$ cat config.mk
export PLATFORM = sky130hd
export DESIGN_NAME = pool_stream_flat
export DESIGN_NICKNAME = d
export VERILOG_FILES = /design/src/rtl/pool_pkg.sv /design/src/rtl/pool_stream_if.sv /design/src/rtl/pool_cmp2.sv /design/src/rtl/pool_stream.sv /design/src/flat_wrapper.sv
export SDC_FILE = /design/constraint.sdc
export NUM_CORES = 1
export LEC_CHECK = 0
export ABC_CLOCK_PERIOD_IN_PS = 9920
export CAP_MARGIN = 25
export CORE_UTILIZATION = 55
export CTS_CLUSTER_DIAMETER = 120
export DETAILED_ROUTE_END_ITERATION = 10
export GPL_TIMING_DRIVEN = 0
export PLACE_DENSITY = 0.82
export REMOVE_ABC_BUFFERS = 1
export SLEW_MARGIN = 25
export SYNTH_ARGS = -nofsm -noshare
export SYNTH_HDL_FRONTEND = slang
export SYNTH_SLANG_ARGS = --single-unit
$ cat constraint.sdc
create_clock -name clk -period 9.92 [get_ports clk]
set_clock_uncertainty 0.05 [all_clocks]
set_input_delay 0.992 -clock clk [delete_from_list [all_inputs] [get_ports clk]]
set_output_delay 0.992 -clock clk [all_outputs]
set_load 0.02 [all_outputs]
$ cat src/rtl/pool_pkg.sv
// Shared constants for the 2x2 pooling stream: window positions and mode encoding.
package pool_pkg;

    localparam logic [1:0] POS_TL = 2'd0;
    localparam logic [1:0] POS_TR = 2'd1;
    localparam logic [1:0] POS_BL = 2'd2;
    localparam logic [1:0] POS_BR = 2'd3;

    localparam logic MODE_MAX = 1'b0;
    localparam logic MODE_AVG = 1'b1;

    // Index width that stays at least 1 bit even for a single-entry range.
    function automatic int idx_w(input int n);
        return (n > 1) ? $clog2(n) : 1;
    endfunction

endpackage

$ cat src/rtl/pool_stream_if.sv
// Pixel-in / pooled-result-out handshake bundle for pool_stream.
interface pool_stream_if #(
    parameter int DATA_W = 16,
    parameter int ADDR_W = 6
);
    logic              in_valid;
    logic [DATA_W-1:0] in_data;
    logic              in_ready;
    logic              mode;
    logic              out_valid;
    logic              out_ready;
    logic [DATA_W-1:0] out_data;
    logic [ADDR_W-1:0] out_addr;
    logic [1:0]        out_hist;
    logic              frame_done;

    modport master (
        output in_valid, in_data, mode, out_ready,
        input  in_ready, out_valid, out_data, out_addr, out_hist, frame_done
    );

    modport slave (
        input  in_valid, in_data, mode, out_ready,
        output in_ready, out_valid, out_data, out_addr, out_hist, frame_done
    );
endinterface

$ cat src/rtl/pool_cmp2.sv
// Unsigned 2-input max that carries the winner's window position; ties keep input a.
module pool_cmp2 #(
    parameter int DATA_W = 16
) (
    input  logic [DATA_W-1:0] a,
    input  logic [DATA_W-1:0] b,
    input  logic [1:0]        hist_a,
    input  logic [1:0]        hist_b,
    output logic [DATA_W-1:0] max_val,
    output logic [1:0]        hist
);
    logic take_b;

    assign take_b  = (b > a);
    assign max_val = take_b ? b : a;
    assign hist    = take_b ? hist_b : hist_a;
endmodule

$ cat src/rtl/pool_stream.sv
// Streaming 2x2/stride-2 max (or average) pooling over a SIZE x SIZE raster frame.
// Define POOL_STREAM_AVG_EN to add average mode; otherwise the block is max-only.
module pool_stream #(
    parameter int DATA_W = 16,
    parameter int SIZE   = 6,
    parameter int ADDR_W = 6
) (
    input  logic         clk,
    input  logic         rst_n,
    pool_stream_if.slave bus
);
    import pool_pkg::*;

    localparam int HALF = SIZE / 2;
    localparam int NOUT = HALF * HALF;
    localparam int CW   = idx_w(SIZE);
    localparam int SW   = idx_w(HALF);
    localparam int LBW  = DATA_W + 2;

    logic [CW-1:0]     col_reg, col_next;
    logic [CW-1:0]     row_reg, row_next;
    logic [ADDR_W-1:0] res_cnt_reg, res_cnt_next;
    logic [DATA_W-1:0] left_reg;
    logic [LBW-1:0]    line_buf [HALF];
    logic [LBW-1:0]    lb_rd_reg;

    logic              out_valid_reg, out_valid_next;
    logic [DATA_W-1:0] out_data_reg;
    logic [ADDR_W-1:0] out_addr_reg;
    logic [1:0]        out_hist_reg;

    logic              in_ready, xfer, col_odd, row_odd;
    logic              lb_we, lb_re, res_load;
    logic [SW-1:0]     slot;
    logic [LBW-1:0]    lb_wr_data;
    logic [DATA_W-1:0] pair_max, blk_max, res_data;
    logic [1:0]        pair_hist, blk_hist, res_hist;

    assign in_ready = !out_valid_reg || bus.out_ready;
    assign xfer     = bus.in_valid && in_ready;
    assign col_odd  = col_reg[0];
    assign row_odd  = row_reg[0];
    assign slot     = SW'(col_reg >> 1);
    assign lb_we    = xfer && !row_odd && col_odd;
    assign lb_re    = xfer && row_odd && !col_odd;
    assign res_load = xfer && row_odd && col_odd;

    // Pair stage: held even-column pixel against the current odd-column pixel.
    pool_cmp2 #(.DATA_W(DATA_W)) u_pair (
        .a      (left_reg),
        .b      (bus.in_data),
        .hist_a (row_odd ? POS_BL : POS_TL),
        .hist_b (row_odd ? POS_BR : POS_TR),
        .max_val(pair_max),
        .hist   (pair_hist)
    );

    // Row stage: buffered top pair against the bottom pair, top wins ties.
    pool_cmp2 #(.DATA_W(DATA_W)) u_row (
        .a      (lb_rd_reg[DATA_W-1:0]),
        .b      (pair_max),
        .hist_a (lb_rd_reg[LBW-1:DATA_W]),
        .hist_b (pair_hist),
        .max_val(blk_max),
        .hist   (blk_hist)
    );

`ifdef POOL_STREAM_AVG_EN
    logic              mode_reg;
    logic              avg_mode;
    logic              first_px;
    logic [DATA_W:0]   pair_sum;
    logic [LBW-1:0]    blk_sum;

    assign first_px = (row_reg == '0) && (col_reg == '0);
    // The first pixel of a frame decides the mode before it is latched.
    assign avg_mode = first_px ? (bus.mode == MODE_AVG) : mode_reg;
    assign pair_sum = {1'b0, left_reg} + {1'b0, bus.in_data};
    assign blk_sum  = lb_rd_reg + LBW'(pair_sum);

    always_ff @(posedge clk) begin
        if (!rst_n)
            mode_reg <= MODE_MAX;
        else if (xfer && first_px)
            mode_reg <= (bus.mode == MODE_AVG);
    end
`endif

    always_comb begin
        lb_wr_data = {pair_hist, pair_max};
        res_data   = blk_max;
        res_hist   = blk_hist;
`ifdef POOL_STREAM_AVG_EN
        if (avg_mode) begin
            lb_wr_data = LBW'(pair_sum);
            res_data   = blk_sum[LBW-1:2];
            res_hist   = POS_TL;
        end
`endif
    end

    always_comb begin
        col_next     = col_reg;
        row_next     = row_reg;
        res_cnt_next = res_cnt_reg;
        if (xfer) begin
            if (col_reg == CW'(SIZE - 1)) begin
                col_next = '0;
                row_next = (row_reg == CW'(SIZE - 1)) ? '0 : row_reg + CW'(1);
            end else begin
                col_next = col_reg + CW'(1);
            end
        end
        if (res_load)
            res_cnt_next = (res_cnt_reg == ADDR_W'(NOUT - 1)) ? '0 : res_cnt_reg + ADDR_W'(1);
    end

    always_comb begin
        out_valid_next = out_valid_reg;
        if (res_load)
            out_valid_next = 1'b1;
        else if (bus.out_ready)
            out_valid_next = 1'b0;
    end

    always_ff @(posedge clk) begin
        if (!rst_n) begin
            col_reg       <= '0;
            row_reg       <= '0;
            res_cnt_reg   <= '0;
            out_valid_reg <= 1'b0;
            out_data_reg  <= '0;
            out_addr_reg  <= '0;
            out_hist_reg  <= '0;
        end else begin
            col_reg       <= col_next;
            row_reg       <= row_next;
            res_cnt_reg   <= res_cnt_next;
            out_valid_reg <= out_valid_next;
            if (res_load) begin
                out_data_reg <= res_data;
                out_addr_reg <= res_cnt_reg;
                out_hist_reg <= res_hist;
            end
        end
    end

    // Line buffer with registered read; slot is fetched on the even column of an odd row.
    always_ff @(posedge clk) begin
        if (lb_we)
            line_buf[slot] <= lb_wr_data;
        if (lb_re)
            lb_rd_reg <= line_buf[slot];
        if (xfer && !col_odd)
            left_reg <= bus.in_data;
    end

    assign bus.in_ready   = in_ready;
    assign bus.out_valid  = out_valid_reg;
    assign bus.out_data   = out_data_reg;
    assign bus.out_addr   = out_addr_reg;
    assign bus.out_hist   = out_hist_reg;
    assign bus.frame_done = out_valid_reg && (out_addr_reg == ADDR_W'(NOUT - 1));

endmodule

$ cat src/flat_wrapper.sv
// flat-port wrapper written by rule: the top's interface ports become plain ports
module pool_stream_flat import pool_pkg::*;
#(
    parameter int DATA_W = 16,
    parameter int SIZE   = 6,
    parameter int ADDR_W = 6
)
  (clk, rst_n, bus_in_valid, bus_in_data, bus_mode, bus_out_ready, bus_in_ready, bus_out_valid, bus_out_data, bus_out_addr, bus_out_hist, bus_frame_done);
  pool_stream_if #(.DATA_W(DATA_W), .ADDR_W(ADDR_W)) bus_i ();
  input  logic clk;
  input  logic rst_n;
  input wire logic [$bits(bus_i.in_valid)-1:0] bus_in_valid;
  input wire logic [$bits(bus_i.in_data)-1:0] bus_in_data;
  input wire logic [$bits(bus_i.mode)-1:0] bus_mode;
  input wire logic [$bits(bus_i.out_ready)-1:0] bus_out_ready;
  output wire logic [$bits(bus_i.in_ready)-1:0] bus_in_ready;
  output wire logic [$bits(bus_i.out_valid)-1:0] bus_out_valid;
  output wire logic [$bits(bus_i.out_data)-1:0] bus_out_data;
  output wire logic [$bits(bus_i.out_addr)-1:0] bus_out_addr;
  output wire logic [$bits(bus_i.out_hist)-1:0] bus_out_hist;
  output wire logic [$bits(bus_i.frame_done)-1:0] bus_frame_done;
  assign bus_i.in_valid = bus_in_valid;
  assign bus_i.in_data = bus_in_data;
  assign bus_i.mode = bus_mode;
  assign bus_i.out_ready = bus_out_ready;
  assign bus_in_ready = bus_i.in_ready;
  assign bus_out_valid = bus_i.out_valid;
  assign bus_out_data = bus_i.out_data;
  assign bus_out_addr = bus_i.out_addr;
  assign bus_out_hist = bus_i.out_hist;
  assign bus_frame_done = bus_i.frame_done;
  pool_stream #(.DATA_W(DATA_W), .SIZE(SIZE), .ADDR_W(ADDR_W)) u_core (.clk(clk), .rst_n(rst_n), .bus(bus_i));
endmodule
After elaboration in Yosys (flattened, before gate mapping). Memory sizes are Yosys's and may differ from the RTL's. A register that Yosys moved wholly into a read port is not among the register bits. Cells that the tools add are included.

Bits in registers: 53. RAM bits: 54. Output and inout bits: 27. Logic and storage cells: 45. Memories: 1.

Memories: u_core.line_buf (words 3, bits a word 18, rd ports 1, clocked after Yosys merged registers in 1, write ports 1, RTL line pool_stream.sv:24) `logic [LBW-1:0] line_buf [HALF];`.

$add $sub $neg: 3. Order comparisons: 2. Equal/unequal tests: 4. Muxes and demuxes: 13. Reduce and logical (&&, ||, !) cells: 14.

Operators with widths (number): 16-bit greater-than comparator (2); 16-bit 2-to-1 mux (2); 6-bit by 4-bit equality test with 1-bit output, second input constant (2); 1-bit logical AND (8); 2-bit 2-to-1 mux (4); 3-bit by 1-bit adder with 3-bit output, second input constant (2); 6-bit by 1-bit adder with 6-bit output, second input constant (1); 3-bit equality test, second input constant (2); 3-bit 2-to-1 mux (2); 6-bit 2-to-1 mux (1); 1-bit 2-to-1 mux (4); 1-bit zero test (3); 2-bit AND reduction (1); 2-bit nonzero test (1); 1-bit logical OR (1).

Logic depth before layout (Yosys ltp).
Word-level depth: 7. Mapped depth: 20. Mapped depth without buffers: 15.

Modules after synthesis. From an unflattened synthesis, not the netlist that was laid out.

Cell total of the unflattened synthesis: 624. Area, all modules: 6630.1 um^2.

By module, submodules not included: pool_stream (times used 1, cells an instance 324, area an instance 4498.1 um^2); pool_cmp2 (times used 2, cells an instance 150, area an instance 1066.0 um^2).

Worst setup path before layout. OpenSTA, ideal clock, no wires.

Path kind: in2reg. Start: input bus_in_data[15]. End: register u_core.out_data_reg[10] (netlist: u_core.bus.out_data[10]). Data arrival time: 4821 ps. Data required time: 9791 ps. Path slack: 4970 ps. Stages: 19. Cell sequence: ha_1 > nand4_2 > nor2_1 > or3_1 > buf_2 > or4b_1 > buf_2 > buf_6 > a211oi_2 > inv_1 > ha_1 > nand4_1 > nor3_1 > o21ai_1 > a31o_2 > or3_1 > clkbuf_1 > clkbuf_1 > o211ai_1.

Cells in the longest elaborated chain, start to end: 4.

Ends and longest elaborated chain: from (decl) (RTL line flat_wrapper.sv:13) `input wire logic [$bits(bus_i.in_data)-1:0] bus_in_data;`; 16-bit greater-than comparator (RTL line pool_cmp2.sv:14) `assign take_b = (b > a);`; 16-bit 2-to-1 mux (RTL line pool_cmp2.sv:15) `assign max_val = take_b ? b : a;`; named net u_core.pair_max[13] (RTL line pool_stream.sv:36) `logic [DATA_W-1:0] pair_max, blk_max, res_data;`; 16-bit greater-than comparator (RTL line pool_cmp2.sv:14); 16-bit 2-to-1 mux (RTL line pool_cmp2.sv:15); to (signal assigned) (RTL line pool_stream.sv:141) `out_data_reg <= res_data;`; to (decl) (RTL line pool_stream.sv:28) `logic [DATA_W-1:0] out_data_reg;`.

The timed path passes the listed nets, and every way through them passes these cells. A chain may end at the register's enable or synchronous reset.

Worst setup path after layout. Same ends and word-level chain as after synthesis.

==> flow_metrics.py <==
metrics = {
    "outcome": {
        "status": "finished clean",
    },
    "synthesis": {
        "synth_cell_types": 45,
        "ys_async_sr_fraction_pct": 0,
        "yosysSeqAreaShare_pct": 55.9,
        "yosys_warnings": 0,
        "synthCells": 549,
        "synth_edf_count": 88,
        "synth-seq-cells": 123,
        "synth_top_flop_cell": "edfxtp_1",
        "syn_area_sq_um": 5980,
        "synth.avg_cell_area_sq_um": 10.9,
    },
    "timing": {
        "worst_slew_pin_slew_ns": 0.846,
        "post-route-min-period_ns": 6.50,
        "slew_headroom_pct": 43.6,
        "final-setup-viol-count": 0,
        "slew_viol_final": 0,
        "fin_ws_ns": 3.42,
        "fin_crit_sh_pct": 65.6,
        "hold_viol_final": 0,
        "fmax_ghz": 0.154,
        "whs_ns": 0.433,
        "rsz0062_at_grt": "false",
        "tns_ns": 0,
    },
    "critical_path": {
        "rr_worst_depth": 15,
        "endpoint_kind": "flop",
        "crit_type": "in2reg",
        "required_ns": 10.25,
        "critPathLaunchType": "input port",
        "crit_path_max_fanout": 20,
        "arrival_ns": 6.84,
    },
    "final_layout": {
        "largest_reg_flops": 54,
        "layout.nets": 647,
        "drive_above_1_share_pct": 11.7,
        "stdcell_count": 741,
        "area_growth_pct": 20.5,
        "n_antenna_cell": 0,
    },
    "clock_network": {
        "cts_buffers": 17,
        "ctsHoldBuffers": 0,
        "cts_tree": "yes",
        "cts_resized": 0,
        "numClockSinks": 123,
        "post_cts_buffers": 0,
        "htreeDepth": 4,
        "ctsRootBufferMaster": "clkbuf_8",
        "cts_buffer_depth": 2,
        "cts.clk_slew.worst_paths_ns": 0.06,
        "insertion_delay_ns": 0.53,
    },
    "run": {
        "cap_viol_max_count": 0,
    },
    "pwr": {
        "total_power_mw": 1.32,
        "leakage_nw": 2.75,
        "p_per_area_nw_per_um2": 183,
        "vdd_drop_max_v": 0.000121,
    },
    "placed_design": {
        "io_buffers": 46,
        "dpl.hpwl_um": 9040,
        "place_inst": 709,
        "globalplace.congestion": 0.830,
        "dpl_worst_slack_ns": 3.09,
    },
    "grt": {
        "overflow": 0,
        "first_global_vias": 4277,
        "grt.total_usage_pct": 24.8,
        "grt_max_degree": 43,
        "grt_first_pass_wirelength_um": 21000,
        "antenna_found_initial": 0,
    },
    "drt": {
        "first_pass_iters": 4,
        "drt-total-wl_um": 13300,
        "drc": 0,
        "num_vias": 4496,
        "final_antenna_net_count": 0,
        "via_per_inst": 6.07,
        "wire_per_inst_um": 18.0,
        "first_iter_violations": 271,
    },
    "die": {
        "start_util_pct": 57.4,
        "core-area_sq_um": 10400,
        "die_h_um": 106,
        "die_w_um": 106,
        "io_pins": 48,
        "die_area_sq_um": 11300,
        "core.rowCount": 37,
    },
    "worst_hold_path": {
        "worstHoldPathCells": 2,
        "holdCritPathClass": "reg2reg",
    },
}
## cell usage in the layout, fill, tap and decap left out, types with 2 or more instances in the layout
cell type,Yosys,layout
a211oi_1,5,5
a211oi_2,11,11
a21oi_1,23,23
and3_1,17,17
buf_2,3,6
buf_4,0,5
buf_6,1,3
clkbuf_16,0,19
clkbuf_8,0,5
clkdlybuf4s50_1,0,45
clkinv_2,0,2
clkinv_4,0,2
dfxtp_1,35,33
dfxtp_2,0,2
edfxtp_1,88,88
ha_1,34,34
inv_1,53,53
inv_4,0,3
mux2i_1,18,18
nand2_1,58,58
nand2b_1,2,2
nand3_1,20,20
nand4_1,24,24
nor2_1,18,16
nor2b_1,16,16
nor3_1,5,3
nor3_2,0,2
nor4_1,19,18
o211ai_1,17,17
o21ai_0,22,22
or3_1,3,3
xor2_1,5,5
## stage by stage
stage / instance area, sq um / utilization [%]
after CTS: 7210 / 69.2
after detailed placement: 6610 / 63.5
final: 7210 / 69.2
after global placement: 6470 / 62.1
after floorplan: 5840 / -
after global routing: 7210 / 69.2
## cell families after synthesis
| logic type | Yosys count | synth area share, % |
|---|---|---|
| AO/OA/AOI/OAI | 88 | 10.3 |
| XOR/XNOR | 6 | 0.879 |
| adder cells (fa/ha/maj) | 34 | 7.11 |
| flip-flops | 123 | 55.9 |
| buffers and inverters | 88 | 5.71 |
| AND/OR/NAND/NOR | 192 | 17.1 |
| multiplexers | 18 | 3.01 |
## metal layers
metal  part of all wire, %  global-route usage (%)  vias up
met5                     0                       0        -
met2                    51                    41.5      169
li1                      -                       -     2093
met3                   5.8                    7.42       31
met1                    42                    29.7     2203
met4                   1.7                    10.3        0
## synth_stat cells (3+ instances only)
| library cell | number | share of area, % |
|---|---|---|
| nor2_1 | 18 | 1.1 |
| dfxtp_1 | 35 | 12 |
| a21oi_1 | 23 | 1.9 |
| xor2_1 | 5 | 0.73 |
| nand2_1 | 58 | 3.6 |
| a211oi_1 | 5 | 0.63 |
| ha_1 | 34 | 7.1 |
| a211oi_2 | 11 | 2.3 |
| o211ai_1 | 17 | 2.1 |
| o21ai_0 | 22 | 1.8 |
| or3_1 | 3 | 0.31 |
| edfxtp_1 | 88 | 44 |
| nor4_1 | 19 | 2.0 |
| mux2i_1 | 18 | 3.0 |
| and3_1 | 17 | 1.8 |
| nand3_1 | 20 | 1.7 |
| clkbuf_1 | 30 | 1.9 |
| buf_2 | 3 | 0.25 |
| inv_1 | 53 | 3.3 |
| nor3_1 | 5 | 0.42 |
| nor2b_1 | 16 | 1.7 |
| nand4_1 | 24 | 2.5 |
## final timing paths
path | from | end | slack (ns)
max | bus_in_data[15] | u_core.bus.out_data[10]$_SDFFE_PN0P_ | 3.42
min | u_core.bus.out_addr[4]$_SDFFE_PN0P_ | u_core.bus.out_addr[4]$_SDFFE_PN0P_ | 0.43
max reg2reg | u_core.left_reg[15]$_DFFE_PP_ | u_core.bus.out_data[10]$_SDFFE_PN0P_ | 3.94
min reg2reg | u_core.bus.out_addr[4]$_SDFFE_PN0P_ | u_core.bus.out_addr[4]$_SDFFE_PN0P_ | 0.43
## area by class of cell
type	count	area, sq um
Sequential cell	123	3350
Fill cell	743	3210
Multi-Input combinational cell	338	2350
Timing Repair Buffer	59	552
Clock buffer	25	548
Inverter	53	199
Tap cell	136	170
Clock inverter	7	46.3
## worst max-delay path, stage by stage
cell and delay (ns):
clkdlybuf4s50_1 0.45, ha_1 0.37, nand4_2 0.25, nor4_4 0.76, a21boi_2 0.76, or4b_1 0.70, a211oi_1 0.32, inv_1 0.19
ha_1 0.28, nand4_1 0.17, nor2_1 0.07, a22oi_1 0.16, a31o_2 0.53, or3_1 0.63, o211ai_1 0.18
## report_power, final
| group | switching (mW) | internal (mW) | leakage, nW | total [mW] |
|---|---|---|---|---|
| Combinational | 0.0828 | 0.0467 | 1.36 | 0.129 |
| Clock | 0.227 | 0.379 | 0.301 | 0.606 |
| Sequential | 0.00941 | 0.571 | 1.09 | 0.580 |
| Total | 0.319 | 0.997 | 2.75 | 1.32 |
Note: power is estimated with default switching activity, not from simulation.
